`src/rtl/rvv_backend_lsu_remap_pipe_pkg.sv`:
```
// Shared types for the registered LSU remap pipe: map info, LSU result,
// ROB result payload and the remap trap FSM states.
package rvv_backend_lsu_remap_pipe_pkg;

    localparam int NUM_LSU             = 2;
    localparam int ROB_DEPTH_WIDTH     = 4;
    localparam int VLEN                = 32;
    localparam int VLENB               = VLEN / 8;
    localparam int REGFILE_INDEX_WIDTH = 5;

    typedef enum logic {
        IS_LOAD  = 1'b0,
        IS_STORE = 1'b1
    } LSU_CLASS_e;

    typedef enum logic {
        IDLE      = 1'b0,
        TRAP_HOLD = 1'b1
    } LSU_REMAP_STATE_e;

    typedef struct packed {
        logic                           valid;
        logic [ROB_DEPTH_WIDTH-1:0]     rob_entry;
        LSU_CLASS_e                     lsu_class;
        logic [REGFILE_INDEX_WIDTH-1:0] vregfile_write_addr;
`ifdef TB_SUPPORT
        logic [31:0]                    uop_pc;
`endif
    } LSU_MAP_INFO_t;

    typedef struct packed {
        logic [REGFILE_INDEX_WIDTH-1:0] vregfile_write_addr;
        logic [VLEN-1:0]                vregfile_write_data;
        logic                           vregfile_write_valid;
        logic                           lsu_vstore_last;
        logic                           trap_valid;
    } UOP_LSU_t;

    typedef struct packed {
        logic [ROB_DEPTH_WIDTH-1:0] rob_entry;
        logic [VLEN-1:0]            w_data;
        logic                       w_valid;
        logic [VLENB-1:0]           vsaturate;
`ifdef TB_SUPPORT
        logic [31:0]                uop_pc;
`endif
    } PU2ROB_t;

    // True when v is a prefix of ones starting at bit 0 (including all-zero).
    function automatic logic is_thermo(input logic [31:0] v);
        return (v & (v + 32'd1)) == 32'd0;
    endfunction

endpackage

```
`src/rtl/rvv_backend_lsu_remap_slot.sv`:
```
// One ROB result output register with valid/ready handshake; a slot that is
// being accepted this cycle may be reloaded on the same edge.
module rvv_backend_lsu_remap_slot
    import rvv_backend_lsu_remap_pipe_pkg::*;
(
    input  logic    clk,
    input  logic    rst_n,
    input  logic    load,
    input  PU2ROB_t din,
    input  logic    ready,
    output logic    valid,
    output PU2ROB_t dout,
    output logic    free
);

    assign free = !valid | ready;

    always_ff @(posedge clk or negedge rst_n) begin
        if (!rst_n) begin
            valid <= 1'b0;
            dout  <= '0;
        end else if (load) begin
            valid <= 1'b1;
            dout  <= din;
        end else if (ready) begin
            valid <= 1'b0;
        end
    end

endmodule

```
`src/rtl/rvv_backend_lsu_remap_pipe.sv`:
```
// Registered LSU remap: pairs map-info and LSU-result FIFO heads in order,
// registers merged results per channel and holds the pipe on a trap.
module rvv_backend_lsu_remap_pipe
    import rvv_backend_lsu_remap_pipe_pkg::*;
#(
    parameter int NUM_CH    = NUM_LSU,
    parameter int ROB_W     = ROB_DEPTH_WIDTH,
    parameter bit CHK_WADDR = 1'b1
) (
    input  logic                           clk,
    input  logic                           rst_n,
    input  LSU_MAP_INFO_t [NUM_CH-1:0]     mapinfo,
    input  logic          [NUM_CH-1:0]     mapinfo_avail,
    input  UOP_LSU_t      [NUM_CH-1:0]     lsu_res,
    input  logic          [NUM_CH-1:0]     lsu_res_avail,
    output logic          [NUM_CH-1:0]     pop_mapinfo,
    output logic          [NUM_CH-1:0]     pop_lsu_res,
    output logic          [NUM_CH-1:0]     result_valid_lsu2rob,
    output PU2ROB_t       [NUM_CH-1:0]     result_lsu2rob,
    input  logic          [NUM_CH-1:0]     result_ready_rob2lsu,
    output logic                           trap_valid_rmp2rob,
    output logic          [ROB_W-1:0]      trap_rob_entry_rmp2rob,
    input  logic                           trap_ready_rob2rmp,
    output logic                           busy
);

    LSU_REMAP_STATE_e        state, state_nxt;
    logic [NUM_CH-1:0]       pair, elig, trap, slot_free, slot_load, pop;
    PU2ROB_t [NUM_CH-1:0]    slot_din;
    logic                    take_trap;
    logic [ROB_W-1:0]        trap_entry_nxt;

    always_comb begin
        pair           = '0;
        elig           = '0;
        trap           = '0;
        pop            = '0;
        slot_din       = '0;
        take_trap      = 1'b0;
        trap_entry_nxt = '0;
        for (int i = 0; i < NUM_CH; i++) begin
            pair[i] = mapinfo_avail[i] & lsu_res_avail[i] & mapinfo[i].valid;
            trap[i] = pair[i] & lsu_res[i].trap_valid;
            elig[i] = pair[i] & !lsu_res[i].trap_valid &
                      (((mapinfo[i].lsu_class == IS_LOAD) & lsu_res[i].vregfile_write_valid) |
                       ((mapinfo[i].lsu_class == IS_STORE) & lsu_res[i].lsu_vstore_last));
            slot_din[i].rob_entry = mapinfo[i].rob_entry;
            slot_din[i].w_data    = lsu_res[i].vregfile_write_data;
            slot_din[i].w_valid   = (mapinfo[i].lsu_class == IS_LOAD) &
                                    lsu_res[i].vregfile_write_valid &
                                    (!CHK_WADDR |
                                     (lsu_res[i].vregfile_write_addr == mapinfo[i].vregfile_write_addr));
            slot_din[i].vsaturate = '0;
`ifdef TB_SUPPORT
            slot_din[i].uop_pc    = mapinfo[i].uop_pc;
`endif
        end
        // Strict in-order prefix; a trap ends the prefix after itself.
        pop[0] = rst_n & (state == IDLE) & ((elig[0] & slot_free[0]) | trap[0]);
        for (int i = 1; i < NUM_CH; i++) begin
            pop[i] = pop[i-1] & !trap[i-1] & ((elig[i] & slot_free[i]) | trap[i]);
        end
        for (int i = NUM_CH - 1; i >= 0; i--) begin
            if (pop[i] & trap[i]) begin
                take_trap      = 1'b1;
                trap_entry_nxt = ROB_W'(mapinfo[i].rob_entry);
            end
        end
    end

    assign slot_load   = pop & elig;
    assign pop_mapinfo = pop;
    assign pop_lsu_res = pop;

    // Stage p1: per-channel output registers toward the ROB.
    for (genvar g = 0; g < NUM_CH; g++) begin : g_slot
        rvv_backend_lsu_remap_slot u_slot (
            .clk   (clk),
            .rst_n (rst_n),
            .load  (slot_load[g]),
            .din   (slot_din[g]),
            .ready (result_ready_rob2lsu[g]),
            .valid (result_valid_lsu2rob[g]),
            .dout  (result_lsu2rob[g]),
            .free  (slot_free[g])
        );
    end

    always_ff @(posedge clk or negedge rst_n) begin
        if (!rst_n) state <= IDLE;
        else        state <= state_nxt;
    end

    always_comb begin
        state_nxt = state;
        case (state)
            IDLE:      if (take_trap)          state_nxt = TRAP_HOLD;
            TRAP_HOLD: if (trap_ready_rob2rmp) state_nxt = IDLE;
            default:                           state_nxt = IDLE;
        endcase
    end

    always_ff @(posedge clk or negedge rst_n) begin
        if (!rst_n) begin
            trap_valid_rmp2rob     <= 1'b0;
            trap_rob_entry_rmp2rob <= '0;
        end else if (take_trap) begin
            trap_valid_rmp2rob     <= 1'b1;
            trap_rob_entry_rmp2rob <= trap_entry_nxt;
        end else if ((state == TRAP_HOLD) & trap_ready_rob2rmp) begin
            trap_valid_rmp2rob     <= 1'b0;
        end
    end

    assign busy = (|result_valid_lsu2rob) | (state != IDLE);

    a_pop_thermo: assert property (@(posedge clk) disable iff (!rst_n)
        is_thermo(32'(pop)));
    a_pop_avail: assert property (@(posedge clk) disable iff (!rst_n)
        (pop & ~(mapinfo_avail & lsu_res_avail)) == '0);
    a_avail_thermo: assert property (@(posedge clk) disable iff (!rst_n)
        is_thermo(32'(mapinfo_avail)) && is_thermo(32'(lsu_res_avail)));
    a_no_pop_hold: assert property (@(posedge clk) disable iff (!rst_n)
        (state == TRAP_HOLD) |-> (pop == '0));
    a_trap_stable: assert property (@(posedge clk) disable iff (!rst_n)
        (trap_valid_rmp2rob && !trap_ready_rob2rmp) |=>
        (trap_valid_rmp2rob && $stable(trap_rob_entry_rmp2rob)));

endmodule
```
`config.mk`:
```
export PLATFORM = sky130hd
export DESIGN_NAME = rvv_backend_lsu_remap_pipe
export DESIGN_NICKNAME = d
export VERILOG_FILES = /design/src/rtl/rvv_backend_lsu_remap_pipe_pkg.sv /design/src/rtl/rvv_backend_lsu_remap_slot.sv /design/src/rtl/rvv_backend_lsu_remap_pipe.sv
export SDC_FILE = /design/constraint.sdc
export NUM_CORES = 1
export LEC_CHECK = 0
export BUFFER_PORTS_ARGS = -buffer_cell sky130_fd_sc_hd__buf_2
export CORE_UTILIZATION = 40
export CTS_CLUSTER_DIAMETER = 100
export CTS_CLUSTER_SIZE = 20
export DETAILED_ROUTE_END_ITERATION = 12
export PLACE_DENSITY = 0.74
export RECOVER_POWER = 50
export SLEW_MARGIN = 20
export SYNTH_ARGS = -nofsm -noshare
export SYNTH_HDL_FRONTEND = slang
export SYNTH_SLANG_ARGS = --single-unit
export TNS_END_PERCENT = 100
```
`constraint.sdc`:
```
create_clock -name clk -period 2.1 [get_ports clk]
set_input_delay 0.105 -clock clk [delete_from_list [all_inputs] [get_ports clk]]
set_output_delay 0.105 -clock clk [all_outputs]
set_load 0.02 [all_outputs]
```
# ---- Word level (Yosys, flattened, before mapping)
# Cells that the tools add are included.
dict set report classes {
  bitwise_logic 36
  n_mux 13
  n_reduce_logical 9
  eq_ne 2
}
# operator n
set op_table {}
lappend op_table {{1-bit AND} 25}
lappend op_table {{5-bit == test} 2}
lappend op_table {{1-bit 2-to-1 mux} 10}
lappend op_table {{4-bit 2-to-1 mux} 2}
lappend op_table {{1-bit bitwise OR} 7}
lappend op_table {{2-bit nonzero test} 3}
lappend op_table {{1-bit zero test} 5}
lappend op_table {{1-bit NOT} 3}
lappend op_table {{2-bit AND} 1}
lappend op_table {{1-bit case mux with 2 select lines} 1}
lappend op_table {{2-bit OR reduction} 1}
dict set report word_totals {
  regBits 82
  inputBits 111
  elab_cells 71
}

# ---- Depth between registers and ports, before layout
dict set report logic_depth {
  depth_word 14
  depth_mapped 6
  depth_no_buf 4
}

# ---- By module
# Synthesis repeated with hierarchy kept, for this count alone.
dict set report unflattened {
  cells_unflattened 237
  area_unflattened_um2 4055.1
}
# mod cells_each instances area_per_inst_um2 seq_area_each_um2
set by_module_without_submodules {}
lappend by_module_without_submodules {rvv_backend_lsu_remap_slot 90 2 1762.9 1051.0}
lappend by_module_without_submodules {rvv_backend_lsu_remap_pipe 57 1 529.3 150.1}

# ---- Worst setup path after synthesis
# OpenSTA, ideal clock, no wires.
dict set report synth_timing {
  path_kind {register -> output}
  from {register g_slot[0].u_slot.valid}
  to {output port pop_mapinfo[1]}
  path_stages_with_launch 7
  arrival_ns 1.851
  t_required_ns 1.995
  slack_ns 0.144
  cell_sequence {dfrtp_1 -> nor2b_4 -> a211oi_2 -> nand2_1 -> buf_2 -> nor3_1 -> buf_4}
}
dict set report synth_between {
  elab_chain_len 7
}
# element line_no
set synth_rtl {}
lappend synth_rtl {{start: declaration} rvv_backend_lsu_remap_slot.sv:11} ;# output logic valid,
lappend synth_rtl {{start signal: assignment} rvv_backend_lsu_remap_slot.sv:20} ;# valid <= 1'b0;
lappend synth_rtl {{start signal: assignment} rvv_backend_lsu_remap_slot.sv:23} ;# valid <= 1'b1;
lappend synth_rtl {{start signal: assignment} rvv_backend_lsu_remap_slot.sv:26} ;# valid <= 1'b0;
lappend synth_rtl {{1-bit zero test} rvv_backend_lsu_remap_slot.sv:16} ;# assign free = !valid | ready;
lappend synth_rtl {{1-bit bitwise OR} rvv_backend_lsu_remap_slot.sv:16}
lappend synth_rtl {{1-bit AND} rvv_backend_lsu_remap_pipe.sv:59} ;# pop[0] = rst_n & (state == IDLE) & ((elig[0] & slot_free[0]) | trap[0]);
lappend synth_rtl {{1-bit bitwise OR} rvv_backend_lsu_remap_pipe.sv:59}
lappend synth_rtl {{1-bit AND} rvv_backend_lsu_remap_pipe.sv:59}
lappend synth_rtl {{1-bit AND (2 in a row)} rvv_backend_lsu_remap_pipe.sv:61} ;# pop[i] = pop[i-1] & !trap[i-1] & ((elig[i] & slot_free[i]) | trap[i]);
lappend synth_rtl {{end: declaration} rvv_backend_lsu_remap_pipe.sv:16} ;# output logic [NUM_CH-1:0] pop_mapinfo,
# No other way between the ends.

# ---- Worst setup path after layout
dict set report layout_timing {
  from {register g_slot[0].u_slot.valid}
  to {output port pop_mapinfo[0]}
}
dict set report layout_between {
  elab_chain_len 5
}
# element line_no
set layout_rtl {}
lappend layout_rtl {{1-bit zero test} rvv_backend_lsu_remap_slot.sv:16}
lappend layout_rtl {{1-bit bitwise OR} rvv_backend_lsu_remap_slot.sv:16}
lappend layout_rtl {{1-bit AND} rvv_backend_lsu_remap_pipe.sv:59}
lappend layout_rtl {{1-bit bitwise OR} rvv_backend_lsu_remap_pipe.sv:59}
lappend layout_rtl {{1-bit AND} rvv_backend_lsu_remap_pipe.sv:59}
# No other way between the ends.

==> summary.txt <==
Die
  • I/O pin count: 205
  • Die outline width: 95.4 um
  • Total core area: 8340 um^2
  • Initial Utilization: between 40% and 50%
  • DIE AREA: slightly above 9000 um^2
  • Row cnt: 33
  • Chip Height: 95.4 um

CTS
  • CTS Buf Count: 9
  • CTS Sinks: 82
  • Clock Latency Late Sink: 340 ps
  • Post-CTS setup buffer count: 0
  • Max Root-Sink Buffers: 2
  • CTS tree: yes
  • CTS clk-pin slew, worst paths: 80 ps
  • Clock root buffer: clkbuf_8
  • H-Tree Depth: 3

Cells and area
  • Final instance area: 5270 um^2
  • Ant diodes: 0
  • Area added between synthesis and finish: 50.9%
  • Multi-input gate area: 1310 um^2
  • Layout cell share with drive strength beyond 1: a little over two fifths
  • # fillers: ~700
  • Nets: 607
  • Register Area: 2050 um^2
  • Final Non-Filler Cells: 605

Setup path
  • CP Capture Type: output port
  • CP Data Required Time: 2000 ps
  • Worst Path Arrival: 1850 ps
  • Critical path peak fanout: 39
  • CP Class: reg2out
  • R2r setup slk: 320 ps
  • CP startpoint kind: flop

GRT
  • Vias in the first global route: 2909
  • Initial antenna violation count: 0
  • GRT Util Overall: 19.7%
  • Pin count of the biggest net entering global routing: 83
  • Grt total ovfl: 0
  • First-pass GRT wire length: 13500 um

Timing
  • Setup Skew: 7.32 ps
  • Final Max Slew Viols: 0
  • Rel. slew slack: 27.6%
  • F_max: 511 MHz
  • Setup Viol. Count Final: 0
  • Tcrit/Tclk final: 93.2%
  • Min cycle time layout: 1960 ps
  • Slew @ Worst Pin: 1090 ps
  • WHS: between 20 and 25 ps
  • Final-report hold violation count: 0

Routing
  • Avg WL per Cell: about 15 um
  • Via/cell ratio: around 4.6
  • Via count: 2800
  • Antenna viol nets, final: 0
  • Detailed Route Iter0 Violations: between 40 and 50
  • Post-route DRC: 0
  • First drt pass iteration count: 4
  • Routed Wire Length: around 9000 um

Min path
  • Worst Hold Class: in2reg

Placement
  • Placer Congestion: 0.813
  • PortBufs: 196
  • Area after DPL: 4520 um^2
  • Placed Instances: about 530
  • Final HPWL DP: 5880 um

Synthesis
  • Yosys reg bits: 82
  • Synthesized cell area: 3490 um^2
  • Post-Syn Instances: 234
  • Netlist cell types: 31
  • Ys Warns: 0
  • Synthesized area per cell: 14.9 um^2
  • Register area share after synthesis: approximately 59%

Status
  • Status: complete, no violations

Power and ir drop
  • Worst vdd ir: between 400 and 500 uV
  • Power Dens Cells: 731 nW/um^2
  • Leak: 2.70 nW

Job
  • Max_cap viols: 0
[layout by cell type (no fill, tap or decap), types with 3 or more instances in the layout]
cell           synthesis  final
a221o_1                4      4
and2_1                 4      4
buf_2                  5    114
buf_4                 13      3
clkbuf_1               0     82
clkbuf_8               0      9
conb_1                 1      8
dfrtp_1               82     82
dlygate4sd3_1          0     64
mux2_2                54     54
mux2_4                19     19
nand2_1                8      8
nand2b_1               4      4
nand4_1                4      4
nor3_1                 3      3
o21ai_0                3      3
xnor2_1                8      8
[layout make-up]
class | count | area share, %
Clock buffer | 10 | 2.42
Inverter | 2 | 0.142
Clock inverter | 5 | 1.52
Tap cell | 105 | 2.49
Multi-Input combinational cell | 137 | 24.9
Timing Repair Buffer | 264 | 29.5
Sequential cell | 82 | 38.9
[power by group]
part           switching, mW  total [mW]  internal (mW)
Sequential            0.0856        1.83           1.74
Combinational          0.460       0.821          0.361
Clock                  0.537        1.20          0.662
Total                   1.08        3.85           2.77
[flip-flops by register name (all words and copies together) (netlist names)]
signal	cells
state	1
g_slot.u_slot.dout	74
trap_rob_entry_rmp2rob	4
trap_valid_rmp2rob	1
g_slot.u_slot.valid	2
[timing repair]
item / CTS / global route
hold buffers: 63 / 1
endpoints found under the setup margin: 0 / 2
resized for setup: 0 / 1
hold endpoints to repair: 63 / 64
[final timing paths]
path / start / end / cells past startpoint
max reg2reg: g_slot[1].u_slot.valid / g_slot[1].u_slot.dout[14] / 5
max in group asynchronous: rst_n / g_slot[0].u_slot.dout[38] / 3
min: lsu_res[43] / g_slot[1].u_slot.dout[5] / 2
max: g_slot[0].u_slot.valid / pop_mapinfo[0] / 6
min in group asynchronous: rst_n / trap_rob_entry_rmp2rob[2] / 3
min reg2reg: trap_valid_rmp2rob / trap_valid_rmp2rob / 2
[Yosys cell counts]
cell type | count | area share (%)
dfrtp_1 | 82 | 59
mux2_2 | 54 | 17
mux2_4 | 19 | 8.2
buf_4 | 13 | 2.8
nand2_1 | 8 | 0.86
xnor2_1 | 8 | 2.0
buf_2 | 5 | 0.72
a221o_1 | 4 | 1.1
and2_1 | 4 | 0.72
nand2b_1 | 4 | 0.72
nand4_1 | 4 | 0.72
nor3_1 | 3 | 0.43
o21ai_0 | 3 | 0.43
buf_6 | 2 | 0.64
inv_1 | 2 | 0.22
nor2_1 | 2 | 0.22
or3_1 | 2 | 0.36
xor2_1 | 2 | 0.50
a2111oi_0 | 1 | 0.25
a211o_1 | 1 | 0.25
a211oi_2 | 1 | 0.36
a21oi_1 | 1 | 0.14
a31oi_1 | 1 | 0.18
conb_1 | 1 | 0.11
nand2b_4 | 1 | 0.39
nand3_1 | 1 | 0.14
nor2b_1 | 1 | 0.18
nor2b_4 | 1 | 0.39
nor3_2 | 1 | 0.29
nor4b_1 | 1 | 0.25
o41ai_1 | 1 | 0.25
[logic make-up after synthesis]
| group | share of synthesized area (%) |
|---|---|
| multiplexers | 25.6 |
| buffers and inverters | 4.37 |
| flip-flops | 58.8 |
| XOR/XNOR | 2.51 |
| other | 0.107 |
| AO/OA/AOI/OAI | 3.01 |
| AND/OR/NAND/NOR | 5.66 |
[through the flow]
step                      power [mW]  setup slack (ps)  util, %  TNS (ps)
final                           3.85               144     63.2         0
after detailed placement        2.63               344     54.2         0
after floorplan                 2.28               144        -         0
after CTS                       3.94              50.0     64.2         0
after global placement          2.61               414     54.2         0
after global routing            4.04             -5.38     63.2     -7.89
[critical path, cell delays in order (launching register included)]
cell	delay, ps
dfrtp_1	400
nor2b_4	140
a211oi_2	270
nand2_1	130
buf_6	230
nand2b_1	150
buf_2	180
[per-layer routing]
metal,global-route usage (%),share of wire [%],up-vias
li1,-,-,1326
met1,21.3,39,1335
met2,36.3,52,128
met3,5.98,8.0,11
met4,6.47,1.2,0
met5,0,0,-
No activity file was read; power rests on OpenSTA's default activity.
